$ cat config.mk
export PLATFORM = sky130hd
export DESIGN_NAME = quad_nand_selftest_ctrl
export DESIGN_NICKNAME = d
export VERILOG_FILES = /design/src/rtl/quad_nand_selftest_ctrl.sv
export SDC_FILE = /design/constraint.sdc
export NUM_CORES = 1
export LEC_CHECK = 0
export CORE_MARGIN = 5
export CORE_UTILIZATION = 54
export CTS_BUF_LIST = sky130_fd_sc_hd__clkbuf_8
export CTS_CLUSTER_SIZE = 16
export DETAILED_ROUTE_END_ITERATION = 6
export HOLD_SLACK_MARGIN = 0.06
export PLACE_DENSITY = 0.83
export SYNTH_ARGS = -nofsm -noshare
export SYNTH_HDL_FRONTEND = slang
export SYNTH_SLANG_ARGS = --single-unit
$ cat constraint.sdc
create_clock -name clk -period 2.2 [get_ports clk]
set_input_delay 0.44 -clock clk [delete_from_list [all_inputs] [get_ports clk]]
set_output_delay 0.44 -clock clk [all_outputs]
set_load 0.005 [all_outputs]
$ cat src/rtl/quad_nand_selftest_ctrl.sv
// Self-test sequencer for a quad 2-input NAND package: walks each enabled gate through its
// truth table, waits for settling, then reports error count and the first failing vector.
module quad_nand_selftest_ctrl #(
    parameter int unsigned SETTLE_CYCLES = 4
) (
    input  logic       clk,
    input  logic       reset_n,
    input  logic       start,
    input  logic [3:0] gate_mask,
    output logic [3:0] A,
    output logic [3:0] B,
    input  logic [3:0] Y,
    output logic       busy,
    output logic       done,
    output logic       pass,
    output logic [4:0] err_count,
    output logic [3:0] fail_vec,
    output logic       fail_valid
);
    localparam logic [7:0] SettleLoad = 8'(SETTLE_CYCLES);
    localparam logic [4:0] ErrMax     = 5'd16;

    typedef enum logic [2:0] {StIdle, StApply, StSettle, StCheck, StDone} state_e;

    state_e     r_state, w_state_d;
    logic [3:0] r_mask, w_mask_d;
    logic [3:0] r_idx, w_idx_d;
    logic [7:0] r_cnt, w_cnt_d;
    logic [4:0] r_err, w_err_d;
    logic [3:0] r_fail_vec, w_fail_vec_d;
    logic       r_fail_valid, w_fail_valid_d;

    logic [1:0] w_gate;
    logic [3:0] w_sel;
    logic [3:0] w_exp_y;
    logic       w_mismatch;
    logic       w_first_ok, w_next_ok;
    logic [1:0] w_first_gate, w_next_gate;

    assign w_gate     = r_idx[3:2];
    assign w_sel      = 4'b0001 << w_gate;
    assign w_exp_y    = (r_idx[1] & r_idx[0]) ? ~w_sel : 4'b1111;
    assign w_mismatch = (Y != w_exp_y);

    // Descending scan leaves the lowest qualifying gate in the result.
    always_comb begin
        w_first_ok   = 1'b0;
        w_first_gate = 2'd0;
        w_next_ok    = 1'b0;
        w_next_gate  = 2'd0;
        for (int g = 3; g >= 0; g--) begin
            if (gate_mask[g]) begin
                w_first_ok   = 1'b1;
                w_first_gate = 2'(g);
            end
            if (r_mask[g] && (2'(g) > w_gate)) begin
                w_next_ok   = 1'b1;
                w_next_gate = 2'(g);
            end
        end
    end

    always_comb begin
        w_state_d      = r_state;
        w_mask_d       = r_mask;
        w_idx_d        = r_idx;
        w_cnt_d        = r_cnt;
        w_err_d        = r_err;
        w_fail_vec_d   = r_fail_vec;
        w_fail_valid_d = r_fail_valid;
        unique case (r_state)
            StIdle, StDone: begin
                if (start) begin
                    w_mask_d       = gate_mask;
                    w_err_d        = 5'd0;
                    w_fail_vec_d   = 4'd0;
                    w_fail_valid_d = 1'b0;
                    if (w_first_ok) begin
                        w_idx_d   = {w_first_gate, 2'b00};
                        w_state_d = StApply;
                    end else begin
                        w_state_d = StDone;
                    end
                end
            end
            StApply: begin
                w_cnt_d   = SettleLoad;
                w_state_d = StSettle;
            end
            StSettle: begin
                if (r_cnt <= 8'd1) w_state_d = StCheck;
                else               w_cnt_d   = r_cnt - 8'd1;
            end
            StCheck: begin
                if (w_mismatch) begin
                    if (r_err != ErrMax) w_err_d = r_err + 5'd1;
                    if (!r_fail_valid) begin
                        w_fail_vec_d   = r_idx;
                        w_fail_valid_d = 1'b1;
                    end
                end
                if (r_idx[1:0] != 2'b11) begin
                    w_idx_d   = r_idx + 4'd1;
                    w_state_d = StApply;
                end else if (w_next_ok) begin
                    w_idx_d   = {w_next_gate, 2'b00};
                    w_state_d = StApply;
                end else begin
                    w_state_d = StDone;
                end
            end
            default: w_state_d = StIdle;
        endcase
    end

    always_ff @(posedge clk or negedge reset_n) begin
        if (!reset_n) begin
            r_state      <= StIdle;
            r_mask       <= 4'd0;
            r_idx        <= 4'd0;
            r_cnt        <= 8'd0;
            r_err        <= 5'd0;
            r_fail_vec   <= 4'd0;
            r_fail_valid <= 1'b0;
        end else begin
            r_state      <= w_state_d;
            r_mask       <= w_mask_d;
            r_idx        <= w_idx_d;
            r_cnt        <= w_cnt_d;
            r_err        <= w_err_d;
            r_fail_vec   <= w_fail_vec_d;
            r_fail_valid <= w_fail_valid_d;
        end
    end

    assign busy       = (r_state == StApply) || (r_state == StSettle) || (r_state == StCheck);
    assign done       = (r_state == StDone);
    assign pass       = done && (r_err == 5'd0);
    assign A          = (busy && r_idx[1]) ? w_sel : 4'b0000;
    assign B          = (busy && r_idx[0]) ? w_sel : 4'b0000;
    assign err_count  = r_err;
    assign fail_vec   = r_fail_vec;
    assign fail_valid = r_fail_valid;

endmodule
Yosys cells after proc, flatten, opt, wreduce, memory -nomap -nowiden

Index checks and enable logic that the tools add are counted.

Input port bits: 11
Output and inout bits: 21
Word-level logic and storage cells: 97
Bits in registers: 29

Shift-type cells: 1
Equality and inequality tests: 15
Bitwise logic cells: 2
$lt $le $gt $ge: 5
Reduce and logical (&&, ||, !) cells: 21
Add/sub/neg operators: 3
Mux-type cells: 43

Operators with widths:

| cell                | number |
|---|---|
| $mux 4              | 10 |
| $mux 2              | 8 |
| $ne 2x2->1 const B  | 8 |
| $pmux 4 s2          | 2 |
| $pmux 8 s2          | 1 |
| $mux 3              | 5 |
| $mux 5              | 3 |
| $pmux 3 s4          | 1 |
| $reduce_and 4->1    | 3 |
| $mux 1              | 10 |
| $pmux 5 s2          | 1 |
| $le 8x1->1 const B  | 1 |
| $mux 8              | 1 |
| $sub 8x1->8 const B | 1 |
| $logic_and 1x1->1   | 7 |
| $eq 3x2->1 const B  | 2 |
| $reduce_and 2->1    | 3 |
| $add 5x1->5 const B | 1 |
| $logic_not 5->1     | 1 |
| $ne 5x5->1 const B  | 1 |
| $add 4x1->4 const B | 1 |
| $gt 1x2->1 const A  | 2 |
| $gt 2x2->1 const A  | 2 |
| $ne 4x4->1          | 1 |
| 12 further kinds    | 14 |

Longest topological paths before layout

Gate-level depths: netlist (run 1).

Depth in word-level cells: 9
Depth in mapped cells: 7
Mapped depth without buffers: 7

Worst setup path after synthesis (run 1)

No wires, ideal clock.

Path kind: flip-flop to flip-flop
Start point: register r_idx[0]
End point: register r_err[4], in the netlist err_count[4]
Period minus slack after synthesis: 1883 ps
Data required time: 2074 ps
Path slack: 317 ps
Library setup time: 126 ps
Buffers on the path: 0
Data arrival time: 1757 ps
Cell stages (with the launch flop): 7
Cells stage by stage: dfrtp_1 ha_1 nor2b_1 nand3b_1 a32oi_2 nor2_1 a311o_1

Cells in the longest elaborated chain, start to end: 5

Ends and longest elaborated chain:

| what                       | line | source |
|---|---|---|
| start, declared            | 27   | `logic [3:0] r_idx, w_idx_d;` |
| start signal, assigned     | 128  | `r_idx <= w_idx_d;` |
| $and 1x1->1                | 42   | `assign w_exp_y = (r_idx[1] & r_idx[0]) ? ~w_sel : 4'b1111;` |
| $mux 4                     | 42   |  |
| $ne 4x4->1                 | 43   | `assign w_mismatch = (Y != w_exp_y);` |
| $ne 2x2->1 (no line)       | --   |  |
| $reduce_and 4->1 (no line) | --   |  |
| end signal, assigned       | 130  | `r_err <= w_err_d;` |
| end, declared              | 29   | `logic [4:0] r_err, w_err_d;` |

Every way passes these cells.
A chain may end at the register's enable or synchronous reset.

Final worst setup path (run 1)

Start point: register r_state[1]
End point: output port A[0]

Cells in the longest elaborated chain, start to end: 5
Elaborated cells on any way between the ends: 7
Classes of those cells: eq/ne: 3; mux: 1; reduce/logical: 3

Ends and longest elaborated chain:

| what                                     | line | source |
|---|---|---|
| start, declared                          | 25   | `state_e r_state, w_state_d;` |
| start signal, assigned                   | 118  | `r_state <= StIdle;` |
| start signal, assigned                   | 126  | `r_state <= w_state_d;` |
| $eq 3x1->1 or $eq 3x2->1 (tied branches) | 136  | `assign busy = (r_state == StApply) \|\| (r_state == StSettle) \|\| (r_state == StCheck);` |
| $logic_or 1x1->1                         | 136  |  |
| $logic_or 1x1->1 *                       | 136  |  |
| $logic_and 1x1->1 *                      | 139  | `assign A = (busy && r_idx[1]) ? w_sel : 4'b0000;` |
| $mux 4 *                                 | 139  |  |
| end, declared                            | 10   | `output logic [3:0] A,` |

Every way passes the cells marked *; elsewhere a longest branch is shown, timed or not.

==> results of run 1 <==
-- cell type report --
type                    instances  area (sq um)
multi-input cells             151          1000
fillers                       224           756
flip-flops and latches         28           703
repair buffers                 49           447
well taps                      44          55.1
clock buffers                   3          41.3
inverters                      11          41.3
clock inverters                 1          30.0
-- metal layers --
layer | track usage (%) | part of all wire (%)
met5 | 0 | 0
met4 | 7.87 | 2.4
met3 | 3.88 | 7.8
met2 | 38.4 | 50
met1 | 26.9 | 40
-- stage by stage --
stage / hold slack, ns / setup TNS [ns] / area (sq um) / power (mW) / setup slack [ns]
after floorplan: 0.144 / 0 / 1740 / 1.72 / 0.317
after global placement: 0.515 / -0.404 / 2190 / 2.16 / -0.0743
after detailed placement: 0.525 / -0.720 / 2190 / 2.26 / -0.124
after CTS: 0.539 / 0 / 2280 / 2.71 / 0.00745
after global routing: 0.566 / -0.199 / 2320 / 2.98 / -0.0581
final: 0.534 / -0.00193 / 2320 / 2.82 / -0.00193
-- kinds of logic after synthesis --
family	share of synthesized area (%)
xor+xnor	4.02
flops	40.2
fa+ha+maj	3.59
mux	7.11
simple gates	26.9
compound gates	14.7
buf+inv	3.45
-- sequential cells by signal, summed over array words and instances (netlist names), named ones only --
name,cells
err_count,5
fail_valid,1
fail_vec,4
r_cnt,8
r_idx,3
r_mask,3
r_state,3
-- placed cells by master, fill, tap and decap left out, types with 2 or more instances in the layout --
cell             instances
a21oi_1                  6
a22oi_1                  2
buf_4                   18
clkbuf_8                 3
clkdlybuf4s50_1         29
dfrtp_1                 26
dfrtp_2                  2
ha_1                     5
inv_1                    9
inv_2                    2
mux2_2                   3
mux2i_1                  9
nand2_1                 22
nand2b_1                 5
nand3_1                  6
nand3b_1                 4
nor2_1                  22
nor2_2                   2
nor2_4                   2
nor2b_1                  2
nor3_1                   8
nor3b_1                  3
nor4_1                   3
o21ai_0                  6
o21ai_1                  2
o22ai_1                  3
o2bb2ai_1                2
or2_2                    2
xnor2_1                  5
xor2_1                   3
-- what timing repair did --
action                     4_1_cts  5_1_grt
buffers inserted                 1        4
pin swaps                        1        1
resized for setup                7        5
setup endpoints to repair        9        7
-- power breakdown --
part / switching (mW) / internal, mW / leakage [nW]
combinational: 0.769 / 0.707 / 0.607
clock: 0.170 / 0.244 / 0.0357
sequential: 0.227 / 0.699 / 0.361
-- path summary, 6_finish.rpt --
kind,from,end,slack (ns),cells past startpoint
worst max-delay path,r_state[1],A[0],-0.002,5
min in group asynchronous,reset_n,err_count[3],0.54,2
worst min register to register,fail_vec[3],fail_vec[3],0.53,2
worst min-delay path,fail_vec[3],fail_vec[3],0.53,2
worst max register to register,r_idx[0],err_count[4],0.16,7
max in group asynchronous,reset_n,r_idx[3],1.37,2
-- worst register-to-register path: cells and delay by family (launching register included) --
kind / cells / cell delay (ns)
simple gates: 3 / 0.44
fa+ha+maj: 1 / 0.31
flops: 1 / 0.44
compound gates: 2 / 0.55
buf+inv: 1 / 0.20
==> flow_summary_export.csv, run 1 <==
group,metric,value,unit
timing,worst_pin_slew,0.508,ns
logic_synthesis,syn_inst,195,
floorplanning,initial_utilization,56.6,%
finish,nNetsFinal,260,
logic_synthesis,ys_top_cells_by_area,"dfrtp_1, mux2i_1, nor2_1",
logic_synthesis,syn-num-nets,211,
clock_network,holdBufCountCts,0,
timing,layout_min_cycle_time,2.20,ns
flow_run,max-cap-violations,0,
critical_path,crit_family,"buffers and inverters",
timing,slew_violations,0,
finish,stdcell_count,287,
detailed_routing,vias,1732,
critical_path,slowest_delay,0.54,ns
grt,grt_pass1_vias,1694,
floorplanning,die_h,66.8,um
timing,fmax,454,MHz
power,irDropWorstVdd,692,uV
logic_synthesis,postSynthAreaPerCell,8.94,sq um
hold_path,hp-class,"reg -> reg",
critical_path,crit_required,1.76,ns
logic_synthesis,synth_area,0.00174,sq mm
grt,grtUsageTotal,22.0,%
critical_path,worstSetupPathType,"reg -> out",
floorplanning,die_w,66.8,um
grt,grt_max_degree,29,
clock_network,cts.sinks,28,
placed_design,dp_cells,278,
critical_path,cp-end-kind,"output port",
finish,layout-drive-gt1-share,16.9,%
clock_network,cts_root_buffer,"clkbuf_8",
clock_network,h-tree-depth,1,
grt,grt_pass1_wl,7640,um
logic_synthesis,synth_top_area_share,40.2,%
logic_synthesis,ys_types,47,
logic_synthesis,synth_edf_count,0,
timing,finalClockSkew,0.00448,ns
detailed_routing,wl_per_cell,17.2,um
logic_synthesis,synthArstFlopShare,100,%
detailed_routing,vias_per_cell,6.03,
power,power.density,1210,mW/mm^2
timing,final.period_utilization,100,%
detailed_routing,post-route-drc-count,0,
placed_design,post-dp-hpwl,3440,um
finish,syn2layout_area_growth,33.2,%
critical_path,crit_arrival,1.76,ns
floorplanning,core,0.00308,sq mm
critical_path,cp_common_cell,"nor2_4",
detailed_routing,drt_wl_total,4930,um
floorplanning,die_area,0.00446,sq mm
detailed_routing,dr.pass1.iters,4,
grt,grt_overflow_total,0,
detailed_routing,ant_nets,0,
floorplanning,row_count,20,
timing,slew_headroom,65.8,%
grt,antenna_found_initial,0,
logic_synthesis,ys_warn_count,0,
logic_synthesis,synth_ff_type,"dfrtp_1",
clock_network,cts_buffer_depth,2,
status,violations,"setup timing",
detailed_routing,drtIter0Drc,114,
critical_path,path_cells,"nor2_4 > nor2_4 > nand2_1 > nor3_2 > clkdlybuf4s50_1",
logic_synthesis,synth_top_area_cell,"dfrtp_1",
critical_path,cp_max_fo,4,
finish,final_util,75.4,%
clock_network,cts_tree,"built",
critical_path,cp_slowest_cell,"clkdlybuf4s50_1",
logic_synthesis,synth_top_cells_by_count,"dfrtp_1, nor2_1, nand2_1, inv_1",
critical_path,critPathLaunchType,"register",
logic_synthesis,synth-seq-cells,28,
placed_design,globalplace.congestion,0.922,
critical_path,critPathBufInv,1,
clock_network,clk_latency,0.28,ns
finish,antenna_cells,0,
timing,setup_slack,-0.00193,ns
logic_synthesis,synth.most_common_cell,"dfrtp_1",
placed_design,port_buffers,31,
status,status,"finished, violations left",
timing,finalHoldViolations,0,
timing,finalSetupViolCount,1,
floorplanning,boundaryPins,32,
power,power.static_leakage,1.00,nW
logic_synthesis,yosysSeqAreaShare,40.2,%
clock_network,cts_buffers,3,
clock_network,cts.clk_slew.worst_paths,0.10,ns
No activity file was read; power rests on OpenSTA's default activity.
==> run 2: changes to the inputs <==
--- a/config.mk
+++ b/config.mk
@@ -6,12 +6,12 @@
 export NUM_CORES = 1
 export LEC_CHECK = 0
 export CORE_MARGIN = 5
-export CORE_UTILIZATION = 54
+export CORE_UTILIZATION = 49
 export CTS_BUF_LIST = sky130_fd_sc_hd__clkbuf_8
 export CTS_CLUSTER_SIZE = 16
 export DETAILED_ROUTE_END_ITERATION = 6
 export HOLD_SLACK_MARGIN = 0.06
-export PLACE_DENSITY = 0.83
+export PLACE_DENSITY = 0.79
 export SYNTH_ARGS = -nofsm -noshare
 export SYNTH_HDL_FRONTEND = slang
 export SYNTH_SLANG_ARGS = --single-unit
==> constraint.sdc (replaced) <==
create_clock -name clk -period 1.77 [get_ports clk]
set_input_delay 0.354 -clock clk [delete_from_list [all_inputs] [get_ports clk]]
set_output_delay 0.354 -clock clk [all_outputs]
set_load 0.005 [all_outputs]
==> run 2 against run 1 <==
- the run still ends with setup timing left
- critical path type is now reg -> reg
- power grew 48%
- combinational power grew 84%
- count of clock-buffer cells in the layout is the same
- utilization grew 8.4 points
- non-clock buffer count grew 46
- highest routed layer unchanged
- hold slack lost 0.071 ns
- clock skew shrank 0.0029 ns
==> flow_summary_export.csv, run 2 (synthesized netlist as in run 1, its figures left out) <==
group,metric,value,unit
flow_run,max-cap-violations,0,
detailed_routing,vias,1859,
detailed_routing,dr.pass1.iters,4,
grt,antenna_found_initial,0,
placed_design,port_buffers,31,
finish,antenna_cells,0,
critical_path,worstSetupPathType,"reg -> reg",
floorplanning,boundaryPins,32,
finish,final_cell_mix,"buf_4, dfrtp_1, nand2_1, nor2_1, clkdlybuf4s50_1",
finish,largest_register_ffs,8,
floorplanning,die_w,69.6,um
clock_network,cts.clk_slew.worst_paths,0.09,ns
clock_network,clk_latency,0.27,ns
critical_path,cp_max_fo,5,
clock_network,cts_root_buffer,"clkbuf_8",
finish,ff_latch_area,703,sq um
grt,grt_max_degree,29,
detailed_routing,wl_per_cell,16.8,um
floorplanning,core,0.00339,sq mm
clock_network,cts_tree,"built",
critical_path,r2r_slack,-0.21,ns
critical_path,critPathLaunchType,"register",
detailed_routing,drt_wl_total,5630,um
timing,slew_headroom,74.7,%
floorplanning,die_area,0.00485,sq mm
detailed_routing,drtIter0Drc,119,
power,power,4.15,mW
clock_network,cts.sinks,28,
grt,grt_overflow_total,0,
floorplanning,initial_utilization,51.4,%
placed_design,globalplace.congestion,0.826,
status,status,"finished, violations left",
finish,layout-drive-gt1-share,41.5,%
finish,multi_input_area,0.00120,sq mm
floorplanning,row_count,21,
timing,layout_min_cycle_time,1.98,ns
detailed_routing,vias_per_cell,5.55,
grt,grtUsageTotal,21.0,%
hold_path,hp-class,"in -> async",
finish,final_area,0.00284,sq mm
power,irDropWorstVdd,924,uV
placed_design,placed_area,0.00246,sq mm
finish,largest_register,"r_cnt",
finish,nNetsFinal,307,
timing,rsz0062_at_grt,"true",
finish,final_util,83.9,%
timing,fmax,506,MHz
timing,slew_violations,0,
grt,grt_pass1_vias,1810,
placed_design,dp_cells,313,
timing,finalClockSkew,0.00157,ns
status,violations,"setup timing",
grt,grt_pass1_wl,8380,um
power,power.static_leakage,1.30,nW
timing,finalSetupViolCount,12,
finish,final_common_cell,"buf_4",
critical_path,crit_required,1.94,ns
detailed_routing,ant_nets,0,
power,power.density,1460,mW/mm^2
clock_network,cts_buffer_depth,2,
critical_path,cp-end-kind,"register",
timing,worst_pin_slew,0.379,ns
timing,finalHoldViolations,0,
detailed_routing,post-route-drc-count,0,
critical_path,crit_arrival,2.14,ns
timing,setup_slack,-0.208,ns
floorplanning,die_h,69.6,um
timing,whs,0.463,ns
clock_network,h-tree-depth,1,
finish,stdcell_count,335,
finish,syn2layout_area_growth,63.1,%
finish,fill_cells,188,
placed_design,post-dp-hpwl,3410,um
clock_network,cts_buffers,3,
timing,final.period_utilization,112,%
-- run 2: through the flow --
step           TNS, ns  setup WS (ns)
6_report         -1.20         -0.208
5_1_grt          -2.02         -0.247
4_1_cts         -0.930         -0.214
3_5_place_dp     -4.70         -0.491
3_3_place_gp     -4.17         -0.449
2_1_floorplan  -0.0282        -0.0282
-- run 2: report_power, final --
| group | leakage, nW | internal (mW) | switching, mW |
|---|---|---|---|
| clock | 0.0216 | 0.153 | 0.194 |
| sequential | 0.361 | 0.870 | 0.202 |
| combinational | 0.913 | 1.43 | 1.30 |
-- run 2: cell type report --
cell class | count | area share [%]
well taps | 46 | 2.02
multi-input cells | 152 | 42.2
repair buffers | 95 | 28.2
clock buffers | 3 | 1.45
flip-flops and latches | 28 | 24.7
inverters | 11 | 1.45
-- run 2: worst max-delay path, cell delays in order (launching register included) --
cell	delay, ns
dfrtp_1	0.41
buf_6	0.13
or3b_1	0.37
a21o_1	0.24
a32oi_4	0.28
buf_6	0.15
nor4b_2	0.04
a211o_1	0.26
-- run 2: worst paths after layout --
path / to / startpoint / cells after the start
worst max-delay path: err_count[2] / register / 7
worst min-delay path: async pin / reset_n / 2
worst max register to register: err_count[2] / register / 7
worst min register to register: r_mask[2] / r_mask[2] / 1
max in group asynchronous: r_state[2] / reset_n / 2
min in group clk: r_mask[2] / r_mask[2] / 1
-- run 2: repair_timing --
item	4_1_cts	5_1_grt
gates resized for setup	40	53
pin swaps	6	17
endpoints found under the hold margin	0	0
buffers inserted	11	10
setup endpoints to repair	21	29
hold buffers	0	0
cloned	1	0
-- run 2: routing by layer --
metal | routed length, um | track usage, % | share of wire [%]
met5 | 0 | 0 | 0
met4 | 247 | 7.87 | 4.4
met3 | 226 | 3.91 | 4.0
met2 | 2840 | 36.5 | 50
met1 | 2310 | 25.8 | 41
==> RTL edit 1 (settings of run 1) <==
Register the input `Y` before use. The logic sees it one clock later. The other inputs are not delayed to match.
--- a/src/rtl/quad_nand_selftest_ctrl.sv
+++ b/src/rtl/quad_nand_selftest_ctrl.sv
@@ -22,6 +22,16 @@
 
     typedef enum logic [2:0] {StIdle, StApply, StSettle, StCheck, StDone} state_e;
 
+    logic [3:0] Y_q;
+
+    always_ff @(posedge clk or negedge reset_n) begin
+        if (!reset_n) begin
+            Y_q <= '0;
+        end else begin
+            Y_q <= Y;
+        end
+    end
+
     state_e     r_state, w_state_d;
     logic [3:0] r_mask, w_mask_d;
     logic [3:0] r_idx, w_idx_d;
@@ -40,7 +50,7 @@
     assign w_gate     = r_idx[3:2];
     assign w_sel      = 4'b0001 << w_gate;
     assign w_exp_y    = (r_idx[1] & r_idx[0]) ? ~w_sel : 4'b1111;
-    assign w_mismatch = (Y != w_exp_y);
+    assign w_mismatch = (Y_q != w_exp_y);
 
     // Descending scan leaves the lowest qualifying gate in the result.
     always_comb begin
Behaviour: not the same (Yosys sat finds a counterexample within 10 cycles, from zero or initial values and one cycle with reset_n low).
==> RTL edit 1 against run 1 <==
Power increased by 11%. Wire length decreased by 7.1%. Design area increased by 8.4%. Critical path depth decreased by 1. Sequential cell count increased by 4. Worst setup slack improved by 0.075 ns. Highest routed layer unchanged. Maximum frequency increased by 3.5%. Synthesized area increased by 7.7%.
==> RTL edit 1: results (changes against run 1) <==
Critical path:
- The worst flop-to-flop path endpoint is fail_vec[2] (was err_count[4]).
- The family with the most delay on the worst path is buffers and inverters (unchanged).
- The critical path's largest stage delay is 0.53 ns.
- The source of the worst register-to-register timing path is r_idx[0] (unchanged).
- The flop-to-flop setup slack is 0.22 ns (was 0.16 ns).
- The worst path arrival time came to 1.69 ns (was 1.76 ns).
- The maximum net fanout on the critical path is 5 (was 4).

Finish:
- The number of flip-flops under the largest register name is 8 (unchanged).
- The final cell count without fillers came to 302 (was 287).
- The count of fill cells added during filler insertion is 263 (was 224).
- The antenna diode count is 0 (unchanged).
- The layout net count is 271 (was 260).
- The share of final-layout standard cells stronger than drive strength 1 is 20.7% (was 16.9%).

Power and ir drop:
- The leakage dissipation is 1.11 nW (was 1.00 nW).
- The worst supply voltage drop on vdd is 0.648 mV (was 0.692 mV).
- The power spent charging and discharging nets is 1.24 mW (was 1.17 mW).

STA:
- The worst max-slew margin expressed relative to the limit came to 64.9% (was 65.8%).
- The number of slew-limit violations in the final report came to 0 (unchanged).
- The final clock skew is 0.00772 ns (was 0.00448 ns).

Run status:
- Outcome: finished clean (was finished, violations left).

Synth:
- The total nets after synthesis was 218 (was 211).
- Top area cells in the synthesized netlist: dfrtp_1 (43%), mux2i_1 (5.3%), nand2_1 (4.8%) (was dfrtp_1 (40%), mux2i_1 (5.2%), nor2_1 (5.2%)).
- The sequential fraction of the synthesis area was 42.7% (was 40.2%).
- List of most frequent post-synthesis cells: dfrtp_1 (32), nand2_1 (24), nor2_1 (16), a21oi_1 (13) (was dfrtp_1 (28), nor2_1 (24), nand2_1 (23), inv_1 (11)).
- The main flop type after synthesis is dfrtp_1 (unchanged).
- The share of synthesized flip-flops with an asynchronous set or reset is 100% (unchanged).
- The synthesized area per cell came to 9.29 µm² (was 8.94 µm²).

Placement:
- The count of buffers from port buffering is 31 (unchanged).
- The estimated wirelength of the detail-placed design is 3130 µm (was 3440 µm).
- The total placed cells including tap cells is 289 (was 278).
- The instance area after placement is 2330 µm² (was 2190 µm²).
- The weighted congestion reported at the end of routability-driven placement is 0.819 (was 0.922).

Min path:
- The worst hold endpoint is r_cnt[4] (was fail_vec[3]).
- The worst hold path cell count is 1 (was 2).
- The hold path startpoint is r_cnt[4] (was fail_vec[3]).

Global route:
- The maximum number of pins on one net before global-route repair is 33 (was 29).
- The wire length of the first global-routing pass came to 7290 µm (was 7640 µm).
- The total global-route track usage is 21.3% (was 22.0%).
- The number of global-route vias before repair came to 1,635 (was 1,694).

Detailed routing:
- The total iterations of the first detailed-routing run is 5 (was 4).
- The routed via count is 1,738 (was 1,732).
- The wire length per cell is 15.1 µm (was 17.2 µm).
- The violation count after the first detailed-route iteration is 85 (was 114).

CTS:
- The clock-pin slew of the registers on the worst-case setup and hold paths is 0.07 ns (was 0.10 ns).
- The CTS buffer count was 5 (was 3).
- The depth of the CTS H-tree was 2 (was 1).
- The worst-case clock buffer depth is 2 (unchanged).
- The clock root buffer master is clkbuf_8 (unchanged).
-- RTL edit 1: worst max path at each step --
stage | startpoint | to | cells past startpoint
2_1_floorplan | r_idx[0] | fail_vec[0] | 7
5_1_grt | r_state[0] | A[3] | 5
6_report | r_state[2] | B[0] | 4
3_5_place_dp | gate_mask[0] | r_state[2] | 6
4_1_cts | err_count[0] | pass | 6
3_3_place_gp | gate_mask[0] | r_idx[0] | 6
-- RTL edit 1: power groups by stage --
stage               registers [mW]  clock network (mW)  logic, mW
global placement             0.967                   0       1.40
finish                       0.957               0.568       1.59
floorplan                    0.943                   0      0.944
global route                 0.983               0.602       1.75
detailed placement           0.973                   0       1.44
CTS                          0.958               0.576       1.49
-- RTL edit 1: per-stage QoR --
stage	worst slack (ns)	setup TNS, ns	utilization (%)	hold slack (ns)
floorplan	0.219	0	-	0.144
global placement	0.0259	0	69.3	0.469
detailed placement	-0.0144	-0.0151	69.3	0.482
CTS	-0.0471	-0.0471	73.3	0.491
global route	0.00528	0	74.9	0.528
finish	0.0730	0	74.9	0.488
-- RTL edit 1: metal layers --
metal	GRT usage, %	share of wire [%]	wire length, µm
met3	5.67	6.3	287
met2	34.0	48	2210
met5	0	0	0
met4	8.27	1.9	86
met1	27.3	44	1990
-- RTL edit 1: cell type report --
cell class	instances	area (µm²)	area share (%)
Clock buffer	5	68.8	2.73
Multi-Input combinational cell	150	1010	40.0
Tap cell	46	57.6	2.29
Sequential cell	32	805	32.0
Timing Repair Buffer	54	492	19.5
Clock inverter	3	42.5	1.69
Inverter	12	45.0	1.79
-- RTL edit 1: worst register-to-register path: cells and delay by family (launching register included) --
kind | cells | cell delay [ns]
AOI/OAI and AO/OA | 1 | 0.47
and+or+nand+nor | 3 | 0.42
DFF | 1 | 0.39
adders and majority gates | 1 | 0.26
muxes | 1 | 0.19
buffers and inverters | 1 | 0.18
-- RTL edit 1: kinds of logic after synthesis --
kind of cell	Yosys count	share of synthesized area [%]
AND/OR/NAND/NOR	86	23.6
AO/OA/AOI/OAI	40	15.5
flip-flops	32	42.7
buffers and inverters	20	4.93
multiplexers	13	7.13
XOR/XNOR	6	2.80
adder cells (fa/ha/maj)	5	3.33
-- RTL edit 1: what timing repair did --
| action | CTS | global route |
|---|---|---|
| endpoints found under the setup margin | 9 | 7 |
| resized for setup | 4 | 9 |
| buffers inserted | 1 | 4 |
==> RTL edit 2 (config.mk and constraints of run 1) <==
Without the edit above. Change the localparam `ErrMax` from 5'd16 to 5'd12.
--- a/src/rtl/quad_nand_selftest_ctrl.sv
+++ b/src/rtl/quad_nand_selftest_ctrl.sv
@@ -18,7 +18,7 @@
     output logic       fail_valid
 );
     localparam logic [7:0] SettleLoad = 8'(SETTLE_CYCLES);
-    localparam logic [4:0] ErrMax     = 5'd16;
+    localparam logic [4:0] ErrMax     = 5'd12;
 
     typedef enum logic [2:0] {StIdle, StApply, StSettle, StCheck, StDone} state_e;
 
Behaviour: no difference found for any inputs over 10 cycles, from zero or initial values and one cycle with reset_n low; that may be too few to reach the edited logic, so the function may still have changed.
==> RTL edit 2 against run 1 <==
Cell count unchanged. Synthesized cell count increased by 4.1%. Power decreased by 11%. Largest power group unchanged. Wire length decreased by 15%. Core utilization decreased by 2.6 points. Highest routed layer unchanged. Sequential cell count unchanged. Worst setup slack improved by 0.048 ns. Synthesized area about the same. Critical path depth unchanged. Worst hold slack got worse by 0.0059 ns. Count of clock-buffer cells in the layout increased by 1. Design area decreased by 3.4%.
==> RTL edit 2: results (changes against run 1) <==
CTS:
- The clock-pin slew of the registers on the worst-case setup and hold paths is 0.10 ns (about the same).

Critical path:
- The worst path arrival time is 1.71 ns (was 1.76 ns).
- The maximum net fanout on the critical path is 6 (was 4).
- The flop-to-flop setup slack is 0.21 ns (was 0.16 ns).
- The cell count of the worst reg-to-reg path is 6 (was 7).

Finish:
- The sequential fraction of total cell area was 31.3% (was 30.3%).
- The count of fill cells added during filler insertion is 246 (was 224).
- The share of final-layout standard cells stronger than drive strength 1 is 10.7% (was 16.9%).
- The clock network area share is 2.45% (was 3.07%).
- The count of inverters not on the clock network in the layout is 13 (was 11).
- The multi-input combinational gate total came to 156 (was 151).
- The count of plain and timing-repair buffers is 42 (was 49).

Detailed routing:
- The total iterations of the first detailed-routing run is 4 (unchanged).
- The total wirelength of the detailed-routed design is 4210 µm (was 4930 µm).
- The violation count after the first detailed-route iteration was 137 (was 114).
- The routed via count is 1,618 (was 1,732).

Power and ir drop:
- The leakage dissipation is 0.992 nW (was 1.00 nW).
- The total internal power is 1.45 mW (was 1.65 mW).
- The worst supply voltage drop on vdd is 0.716 mV (was 0.692 mV).

Synth:
- The number of distinct library cells after synthesis was 40 (was 47).
- The share of the synthesized area in the top cell type is 40.2% (about the same).
- List of most frequent post-synthesis cells: nand2_1 (31), dfrtp_1 (28), nor2_1 (24), inv_1 (13) (was dfrtp_1 (28), nor2_1 (24), nand2_1 (23), inv_1 (11)).
- The share of synthesized flip-flops with an asynchronous set or reset is 100% (unchanged).
- The sequential fraction of the synthesis area is 40.2% (about the same).
- The total nets after synthesis is 219 (was 211).
- Top area cells in the synthesized netlist: dfrtp_1 (40%), nand2_1 (6.7%), mux2i_1 (5.7%) (was dfrtp_1 (40%), mux2i_1 (5.2%), nor2_1 (5.2%)).

Placement:
- The estimated wirelength of the detail-placed design is 3120 µm (was 3440 µm).
- The weighted congestion reported at the end of routability-driven placement is 0.889 (was 0.922).
- The worst-case setup slack after placement is -0.0829 ns (was -0.124 ns).

Global route:
- The number of global-route vias before repair is 1,459 (was 1,694).
- The met2 usage is 31.2% (was 38.4%).
- The met3 demand-to-capacity share in global routing is 3.54% (was 3.88%).
- The wire length of the first global-routing pass was 6950 µm (was 7640 µm).
- The met1 track demand over resource came to 30.1% (was 26.9%).

Min path:
- The worst min-delay path category was input port to async pin (was flip-flop to flip-flop).

STA:
- The number of endpoints failing setup at the final stage was 0 (was 1).
- The final clock skew is 0.00673 ns (was 0.00448 ns).
- The final critical-path share of the clock period is 97.9% (was 100%).

Run status:
- Outcome: finished clean (was finished, violations left).
## RTL edit 2: worst paths after layout
check | startpoint | endpoint
worst max-delay path | r_state[0] | A[2]
worst min register to register | fail_vec[1] | fail_vec[1]
max in group asynchronous | reset_n | r_idx[3]
worst min-delay path | reset_n | err_count[3]
min in group clk | fail_vec[1] | fail_vec[1]
worst max register to register | flip-flop | fail_vec[2]
## RTL edit 2: metal layers
layer	wire length, µm	vias up
li1	-	789
met1	1990	772
met2	1930	55
met3	263	2
met4	27	0
met5	0	-
## RTL edit 2: power groups by stage
| stage | clock network (mW) | logic [mW] | registers, mW |
|---|---|---|---|
| after global placement | 0 | 1.18 | 0.888 |
| after global routing | 0.349 | 1.44 | 0.904 |
| after detailed placement | 0 | 1.20 | 0.896 |
| final | 0.324 | 1.29 | 0.884 |
| after CTS | 0.329 | 1.27 | 0.870 |
| after floorplan | 0 | 0.846 | 0.831 |
## RTL edit 2: logic make-up after synthesis
logic type	count (synthesis)	share of synthesized area [%]
AOI/OAI and AO/OA	37	15.6
and+or+nand+nor	97	27.3
buffers and inverters	19	4.09
adders and majority gates	5	3.59
muxes	10	5.74
DFF	28	40.2
xor gates and xnor gates	7	3.52
## RTL edit 2: stage by stage
step / hold slack, ns / utilization, % / cells / instance area (µm²)
after global placement: 0.512 / 70.0 / 281 / 2150
after floorplan: 0.144 / - / 203 / 1740
after CTS: 0.548 / 72.6 / 287 / 2230
after global routing: 0.571 / 72.9 / 287 / 2240
final: 0.528 / 72.9 / 287 / 2240
after detailed placement: 0.526 / 70.0 / 281 / 2150
## RTL edit 2: what timing repair did
action / CTS / global route
gates resized for setup: 5 / 3
endpoints found under the setup margin: 5 / 8
setup buffers: 2 / 0
